`config.mk`:
```
export PLATFORM = sky130hd
export DESIGN_NAME = sobel_frame_ctrl
export DESIGN_NICKNAME = d
export VERILOG_FILES = /design/src/rtl/sobel_pkg.sv /design/src/rtl/sobel_rc_counter.sv /design/src/rtl/sobel_frame_ctrl.sv
export SDC_FILE = /design/constraint.sdc
export NUM_CORES = 1
export LEC_CHECK = 0
export CORE_MARGIN = 2
export CORE_UTILIZATION = 40
export DETAILED_ROUTE_END_ITERATION = 8
export GPL_TIMING_DRIVEN = 1
export PLACE_DENSITY = 0.68
export SYNTH_ARGS = -nofsm -noshare
export SYNTH_HDL_FRONTEND = slang
export SYNTH_SLANG_ARGS = --single-unit
```
`constraint.sdc`:
```
create_clock -name clk -period 7.05 [get_ports clk]
set_input_delay 1.41 -clock clk [delete_from_list [all_inputs] [get_ports clk]]
set_output_delay 1.41 -clock clk [all_outputs]
set_load 0.05 [all_outputs]
```
`src/rtl/sobel_pkg.sv`:
```
// sobel_pkg: shared state encoding and default frame geometry for the sobel controller, core and benches.
package sobel_pkg;
  localparam int PIX_W = 8;
  localparam int WIDTH = 512;
  localparam int HEIGHT = 512;
  typedef enum logic [2:0] {IDLE, STREAM, FLUSH, DRAIN, DONE} state_t;
endpackage

```
`src/rtl/sobel_rc_counter.sv`:
```
// sobel_rc_counter: raster row/col tracker reporting the position of the last accepted pixel.
module sobel_rc_counter #(
  parameter int W = sobel_pkg::WIDTH,
  parameter int H = sobel_pkg::HEIGHT
) (
  input  logic                 clk,
  input  logic                 rst,
  input  logic                 clr,
  input  logic                 en,
  output logic [$clog2(H)-1:0] row,
  output logic [$clog2(W)-1:0] col,
  output logic                 last
);
  import sobel_pkg::*;
  localparam int CW = $clog2(W);
  localparam int RW = $clog2(H);
  logic [RW-1:0] row_q, row_d, nrow_q, nrow_d;
  logic [CW-1:0] col_q, col_d, ncol_q, ncol_d;
  logic wrap_c;
  // nrow/ncol hold the position the next accepted pixel will occupy
  assign wrap_c = ncol_q == CW'(W - 1);
  assign last = wrap_c && nrow_q == RW'(H - 1);
  always_comb begin
    ncol_d = clr ? '0 : en ? (wrap_c ? '0 : ncol_q + CW'(1)) : ncol_q;
    nrow_d = clr ? '0 : (en && wrap_c) ? (last ? '0 : nrow_q + RW'(1)) : nrow_q;
    col_d = clr ? '0 : en ? ncol_q : col_q;
    row_d = clr ? '0 : en ? nrow_q : row_q;
  end
  always_ff @(posedge clk or posedge rst) begin
    if (rst) begin
      row_q <= '0;
      col_q <= '0;
      nrow_q <= '0;
      ncol_q <= '0;
    end else begin
      row_q <= row_d;
      col_q <= col_d;
      nrow_q <= nrow_d;
      ncol_q <= ncol_d;
    end
  end
  assign row = row_q;
  assign col = col_q;
endmodule

```
`src/rtl/sobel_frame_ctrl.sv`:
```
// sobel_frame_ctrl: streams one raster frame into sobel_core, flushes its line buffers and counts results.
// Define SOBEL_CTRL_THRESH_EN to binarise dst_pixel against a threshold sampled at start.
module sobel_frame_ctrl #(
  parameter int WIDTH = sobel_pkg::WIDTH,
  parameter int HEIGHT = sobel_pkg::HEIGHT,
  parameter int FLUSH_PIXELS = WIDTH + 1,
  parameter int EXP_OUT = WIDTH * HEIGHT,
  parameter int TIMEOUT = 4096
) (
  input  logic                          clk,
  input  logic                          rst,
`ifdef SOBEL_CTRL_THRESH_EN
  input  logic [sobel_pkg::PIX_W-1:0]   threshold,
`endif
  input  logic                          start,
  input  logic                          src_valid,
  input  logic [sobel_pkg::PIX_W-1:0]   src_pixel,
  output logic                          src_ready,
  output logic [sobel_pkg::PIX_W-1:0]   core_pixel_in,
  output logic                          core_valid_in,
  input  logic [sobel_pkg::PIX_W-1:0]   core_pixel_out,
  input  logic                          core_valid_out,
  output logic [sobel_pkg::PIX_W-1:0]   dst_pixel,
  output logic                          dst_valid,
  output logic                          busy,
  output logic                          frame_done,
  output logic                          err_timeout,
  output logic [$clog2(HEIGHT)-1:0]     row,
  output logic [$clog2(WIDTH)-1:0]      col
);
  import sobel_pkg::*;
  localparam int OW = $clog2(EXP_OUT + 1);
  localparam int TW = $clog2(TIMEOUT + 1);
  localparam int FW = FLUSH_PIXELS > 1 ? $clog2(FLUSH_PIXELS) : 1;
  state_t state_q, state_d;
  logic [OW-1:0] out_cnt_q, out_cnt_d;
  logic [TW-1:0] wd_q, wd_d;
  logic [FW-1:0] fl_q, fl_d;
  logic [PIX_W-1:0] cpi_q, cpi_d, dst_pix_q, dst_pix_d, res;
  logic cvi_q, cvi_d, dst_val_q, dst_val_d, err_q, err_d;
  logic go, accept, last, watch, flush_end, drained, abort;
  assign go = start && state_q == IDLE;
  assign accept = src_valid && state_q == STREAM;
  assign watch = state_q == FLUSH || state_q == DRAIN;
  assign flush_end = int'(fl_q) == FLUSH_PIXELS - 1;
  sobel_rc_counter #(.W(WIDTH), .H(HEIGHT)) u_rc (
    .clk (clk),
    .rst (rst),
    .clr (go),
    .en  (accept),
    .row (row),
    .col (col),
    .last(last)
  );
`ifdef SOBEL_CTRL_THRESH_EN
  logic [PIX_W-1:0] thr_q, thr_d;
  assign thr_d = go ? threshold : thr_q;
  assign res = core_pixel_out >= thr_q ? '1 : '0;
  always_ff @(posedge clk or posedge rst) begin
    if (rst) thr_q <= '0;
    else thr_q <= thr_d;
  end
`else
  assign res = core_pixel_out;
`endif
  always_comb begin
    cvi_d = accept || state_q == FLUSH;
    cpi_d = accept ? src_pixel : state_q == FLUSH ? '0 : cpi_q;
    dst_val_d = core_valid_out && state_q != IDLE;
    dst_pix_d = dst_val_d ? res : dst_pix_q;
    out_cnt_d = go ? '0 : (dst_val_d && out_cnt_q != OW'(EXP_OUT)) ? out_cnt_q + OW'(1) : out_cnt_q;
    wd_d = (core_valid_out || !watch) ? '0 : wd_q + TW'(1);
    fl_d = state_q == FLUSH ? fl_q + FW'(1) : '0;
    drained = state_q == DRAIN && out_cnt_d == OW'(EXP_OUT);
    // a result beat in the expiry cycle clears the watchdog, so it never aborts here
    abort = watch && wd_d == TW'(TIMEOUT) && !drained;
    err_d = !go && (err_q || abort);
    state_d = state_q;
    case (state_q)
      IDLE:    state_d = go ? STREAM : IDLE;
      STREAM:  state_d = (accept && last) ? (FLUSH_PIXELS == 0 ? DRAIN : FLUSH) : STREAM;
      FLUSH:   state_d = abort ? IDLE : flush_end ? DRAIN : FLUSH;
      DRAIN:   state_d = drained ? DONE : abort ? IDLE : DRAIN;
      default: state_d = IDLE;
    endcase
  end
  always_ff @(posedge clk or posedge rst) begin
    if (rst) begin
      state_q <= IDLE;
      out_cnt_q <= '0;
      wd_q <= '0;
      fl_q <= '0;
      cpi_q <= '0;
      cvi_q <= 1'b0;
      dst_pix_q <= '0;
      dst_val_q <= 1'b0;
      err_q <= 1'b0;
    end else begin
      state_q <= state_d;
      out_cnt_q <= out_cnt_d;
      wd_q <= wd_d;
      fl_q <= fl_d;
      cpi_q <= cpi_d;
      cvi_q <= cvi_d;
      dst_pix_q <= dst_pix_d;
      dst_val_q <= dst_val_d;
      err_q <= err_d;
    end
  end
  assign src_ready = state_q == STREAM;
  assign busy = state_q != IDLE;
  assign frame_done = state_q == DONE;
  assign core_pixel_in = cpi_q;
  assign core_valid_in = cvi_q;
  assign dst_pixel = dst_pix_q;
  assign dst_valid = dst_val_q;
  assign err_timeout = err_q;
endmodule

```
## Yosys cells after proc, flatten, opt, wreduce, memory -nomap -nowiden

Cells that the tools add are included.

- Add/sub/neg operators: 5
- Equality and inequality tests: 10
- Muxes and demuxes: 23
- Reduce and logical (&&, ||, !) cells: 23

Operator list:

| kind | number |
|---|---|
| 9-bit 2-to-1 mux | 10 |
| 19-bit 2-to-1 mux | 2 |
| 19-bit by 1-bit adder with 19-bit output (second input constant) | 1 |
| 19-bit equality test (second input constant) | 1 |
| 19-bit inequality test (second input constant) | 1 |
| 9-bit by 1-bit adder with 9-bit output (second input constant) | 2 |
| 9-bit equality test (second input constant) | 2 |
| 8-bit 2-to-1 mux | 2 |
| 13-bit by 1-bit adder with 13-bit output (second input constant) | 1 |
| 13-bit equality test (second input constant) | 1 |
| 13-bit 2-to-1 mux | 1 |
| 3-bit case mux with 4 select lines | 1 |
| 1-bit logical AND | 11 |
| 10-bit by 1-bit adder with 10-bit output (second input constant) | 1 |
| 10-bit equality test (second input constant) | 1 |
| 10-bit 2-to-1 mux | 1 |
| 3-bit by 2-bit equality test with 1-bit output (second input constant) | 2 |
| 2-bit 2-to-1 mux | 3 |
| 2-bit nonzero test | 3 |
| 1-bit logical OR | 4 |
| 3-bit by 1-bit equality test with 1-bit output (second input constant) | 1 |
| 3-bit equality test (second input constant) | 1 |
| 1-bit logical NOT | 3 |
| 3-bit logical NOT | 1 |
| 3 further kinds | 4 |

- Bits in registers: 100
- Input port bits: 21
- Output and inout port bits: 40
- Logic and storage cells: 74

## Depth between registers and ports, before layout

- Depth after elaboration: 12
- Gate-level depth with buffers: 11
- Depth with buffers taken out: 10

## By module

Synthesis repeated with hierarchy kept, for this count alone.

- Cell total of the unflattened synthesis: 542
- Area, all modules: 5247.5 um2

Modules (own cells, without submodules):

| module | times used | cells an instance | area an instance (um2) | seq. area each (um2) |
|---|---|---|---|---|
| sobel_frame_ctrl | 1 | 384 | 3567.2 | 1601.5 |
| sobel_rc_counter | 1 | 158 | 1680.4 | 900.9 |

## Least setup slack after synthesis

Ideal clock, no wire load.

- Path kind: reg-to-output
- Start point: register state_q[0]
- End point: output port frame_done
- Arrival time: 1752 ps
- Required time: 5640 ps
- Setup slack: 3888 ps
- Stages on the path, launching flop included: 3
- Buffers on the path: 1
- Cell sequence: dfrtp_1 > buf_6 > nor3b_1

- Word-level cells in the longest chain between the ends: 1

RTL lines:

| element | RTL line | text |
|---|---|---|
| start, declared | sobel_frame_ctrl.sv:35 | `state_t state_q, state_d;` |
| start signal, assigned | sobel_frame_ctrl.sv:99 | `state_q <= state_d;` |
| 3-bit equality test | sobel_frame_ctrl.sv:112 | `assign frame_done = state_q == DONE;` |
| end, declared | sobel_frame_ctrl.sv:26 | `output logic frame_done,` |

No other way between the ends.

## Worst setup path after layout

- Start point: input port core_valid_out
- End point: register state_q[1]

- Word-level cells in the longest chain between the ends: 11
- Elaborated cells between the ends (all ways): 16
- Classes of those cells: 2 x eq/ne; 7 x mux; 7 x reduce/logical

RTL lines:

| element | RTL line | text |
|---|---|---|
| start, declared | sobel_frame_ctrl.sv:22 | `input logic core_valid_out,` |
| 1-bit logical AND | sobel_frame_ctrl.sv:69 | `dst_val_d = core_valid_out && state_q != IDLE;` |
| 1-bit logical AND | sobel_frame_ctrl.sv:71 | `out_cnt_d = go ? '0 : (dst_val_d && out_cnt_q != OW'(EXP_OUT)) ? out_cnt_q + OW'(1) : out_cnt_q;` |
| 19-bit 2-to-1 mux (2 in series) | sobel_frame_ctrl.sv:71 |  |
| 19-bit equality test | sobel_frame_ctrl.sv:74 | `drained = state_q == DRAIN && out_cnt_d == OW'(EXP_OUT);` |
| 1-bit logical AND | sobel_frame_ctrl.sv:74 |  |
| 1-bit logical NOT | sobel_frame_ctrl.sv:76 | `abort = watch && wd_d == TW'(TIMEOUT) && !drained;` |
| 1-bit logical AND | sobel_frame_ctrl.sv:76 |  |
| 2-bit 2-to-1 mux | sobel_frame_ctrl.sv:83 | `DRAIN: state_d = drained ? DONE : abort ? IDLE : DRAIN;` |
| 3-bit 2-to-1 mux | sobel_frame_ctrl.sv:83 |  |
| 3-bit case mux with 4 select lines (*) | sobel_frame_ctrl.sv:79 | `case (state_q)` |
| named net state_d[1] | sobel_frame_ctrl.sv:35 |  |

The timed path passes the listed nets; every way through them passes the cells marked *.
A chain may end at the register's enable or synchronous reset.

==> results.ini <==
[run_status]
outcome=finished clean

[floorplan]
core.rowCount=40
die_width_um=115.7
io_pins=61
start_util=0.4121
dieArea_sq_um=13390
core-area_sq_um=12110
fp.dieH_um=115.7

[clock_tree]
clkSinkCount=100
post_cts_resized=0
ctsLongestPathBuffers=2
post_cts_buffers=0
cts-root-buf=clkbuf_16
cts_tree=yes
clk_latency_ns=0.34
postCtsHoldBufs=0
clk_pin_slew_worst_paths_ns=0.07
h-tree-depth=3
cts_buffers=9

[placed_design]
dp_hpwl_mm=7.724
place_congestion=0.8667
port_buffers=60
dp.cells=745
place_ws_ns=2.815

[sta]
hold_viol=0
slew_viol_final=0
period_minus_slack_ns=3.915
fin_crit_sh=0.5554
timing.slew.headroom=0.3951
rsz0062_at_grt=no
clock.fmax_mhz=255.4
setup_viol=0
setup_tns_ns=0
clock_skew_ns=0.006717
max_slew.worst_pin.slew_ns=0.9054
worst_slack_ns=3.135

[final_layout]
drive_above_1_share=0.05396
syn2layout_area_growth_pct=20.71
instances_no_fill=761
antenna_cells=0
nets=618

[critical_path]
ff2ff_setup_slack_ns=4.15
critical-path-max-stage-delay_ns=0.67
crit_type=input pin to flop
critical_path.top_delay_family=simple AND/OR/NAND/NOR gates
crit_chain=clkdlybuf4s50_1 > o31ai_4 > nor4_4 > nand4_1 > xnor2_1 > or4_4 > nor4_4 > o22ai_1
cp-end-kind=flop
cp_slowest_cell=clkdlybuf4s50_1
startpoint_type=input pin
worst-path-max-fanout=15
r2r_start=state_q[0]$_DFF_PP0_
crit_top_cell=nor4_4
r2r-end=state_q[1]$_DFF_PP0_
crit_buf_inv=1
worst-r2r-cell-count=7
cp.required_ns=7.26
cp.arrival_ns=4.12

[min_path]
hold_class=flop to flop
holdPathStages=2
min_from=dst_pixel[7]$_DFFE_PP0P_
hold_end=dst_pixel[7]$_DFFE_PP0P_

[synth]
synthCells=544
synth_common_cells=112 x nand2_1, 100 x dfrtp_1, 46 x nor2_1
synth_ff_type=dfrtp_1
netlist_top_cells_area=dfrtp_1 50%, nand2_1 8.4%, nand3_1 4.4%
ys_seq_area_frac=0.5014
syn_area_sq_um=4991
synth_nets=574
synth-async-reset-ratio=1.000
synth_most_common_cell=nand2_1
ys_warn_count=0
synth_top_cell_by_area=dfrtp_1
ys_seq_elements=100
synth_cell_types=56
synth_top_area_share=0.5014
synth_edf_count=0
syn_area_per_cell_sq_um=9.175

[grt]
grt_overflow=0
antenna_found_initial=0
grt_pass1_vias=4038
grt_max_degree=59
track_usage=0.1769
grt_pass1_wl_mm=19.04

[power]
peakVddDrop_mv=0.1765
p_per_area_nw_per_um2=264.7
leakage_nw=2.692

[routing]
drt_first_iter_violations=170
dr.pass1.iters=4
drc=0
ant_nets=0
vias_per_cell=5.286
routed-via-count=4023
wirelength_mm=11.22
wl_per_cell_um=14.75

[flow_run]
maxCapViolations=0

## area by class of cell
cell class,count,area (sq um)
clock buffer,10,239.0
clock inverter,6,70.07
fill,1136,6087
inverter,15,58.81
multi-input combinational,398,2313
sequential,100,2502
tap,168,210.2
timing repair buffer,64,630.6
## tightest hold or removal path, cell delays in order, from the launching register on
cell	delay (ns)
dfrtp_1	0.34
nand2_1	0.05
nand2_1	0.06
## stage by stage
stage                     power (mW)  instance area (sq um)    util  hold WS (ns)
final                          1.595                   6025  0.4974        0.4778
after global routing           1.670                   6025  0.4974        0.5097
after CTS                      1.610                   6025  0.4974        0.4796
after detailed placement       1.095                   5715  0.4719        0.4626
after global placement         1.084                   5715  0.4719        0.4569
after floorplan               0.9628                   4991       -        0.4547
## sequential cells by signal, summed over array words and instances, names as in the netlist, 3 cells and up
signal / count
core_pixel_in: 8
u_rc.col: 9
dst_pixel: 8
u_rc.ncol_q: 9
state_q: 3
u_rc.row: 9
u_rc.nrow_q: 9
fl_q: 10
wd_q: 13
out_cnt_q: 19
## layer usage
layer / vias up / wire length [um] / global-route usage
met1: 1965 / 5065 / 0.2324
met5: - / 0 / 0
met3: 13 / 490 / 0.03609
met4: 0 / 155 / 0.05476
li1: 1956 / - / -
met2: 89 / 5509 / 0.2963
## logic make-up (layout without fill, tap and decap cells)
kind of cell               Yosys count  in the layout  synth area share
and+or+nand+nor                    279            279            0.2780
DFF                                100            100            0.5014
AOI/OAI and AO/OA                   71             71           0.09201
buffers and inverters               46             95           0.03685
xor gates and xnor gates            36             36           0.06317
adders and majority gates            9              9           0.02256
muxes                                3              3          0.006017
## how the worst max path moves through the flow
stage / start / endpoint / slack [ns] / depth (start not counted)
2_1_floorplan: rst / core_pixel_in[0]$_DFFE_PP0P_ / 3.02 / 1
3_3_place_gp: core_valid_out / state_q[1]$_DFF_PP0_ / 2.89 / 8
3_5_place_dp: core_valid_out / state_q[1]$_DFF_PP0_ / 2.81 / 8
4_1_cts: core_valid_out / state_q[1]$_DFF_PP0_ / 3.16 / 8
5_1_grt: core_valid_out / state_q[1]$_DFF_PP0_ / 3.03 / 8
6_report: core_valid_out / state_q[1]$_DFF_PP0_ / 3.13 / 8
## report_power, final
group	total, mW	internal (mW)	switching, mW
sequential	0.699	0.638	0.0605
combinational	0.386	0.135	0.251
clock	0.510	0.288	0.222
## placed cells by master, fill, tap and decap left out, types with 13 or more instances in the layout
cell type	count
dfrtp_1	100
nor2_1	46
clkdlybuf4s50_1	60
nand3_1	44
xor2_1	17
and3_1	13
nand2_1	112
inv_1	14
a21oi_1	24
o21ai_0	23
xnor2_1	19
Power figures use the tool's default switching activity.
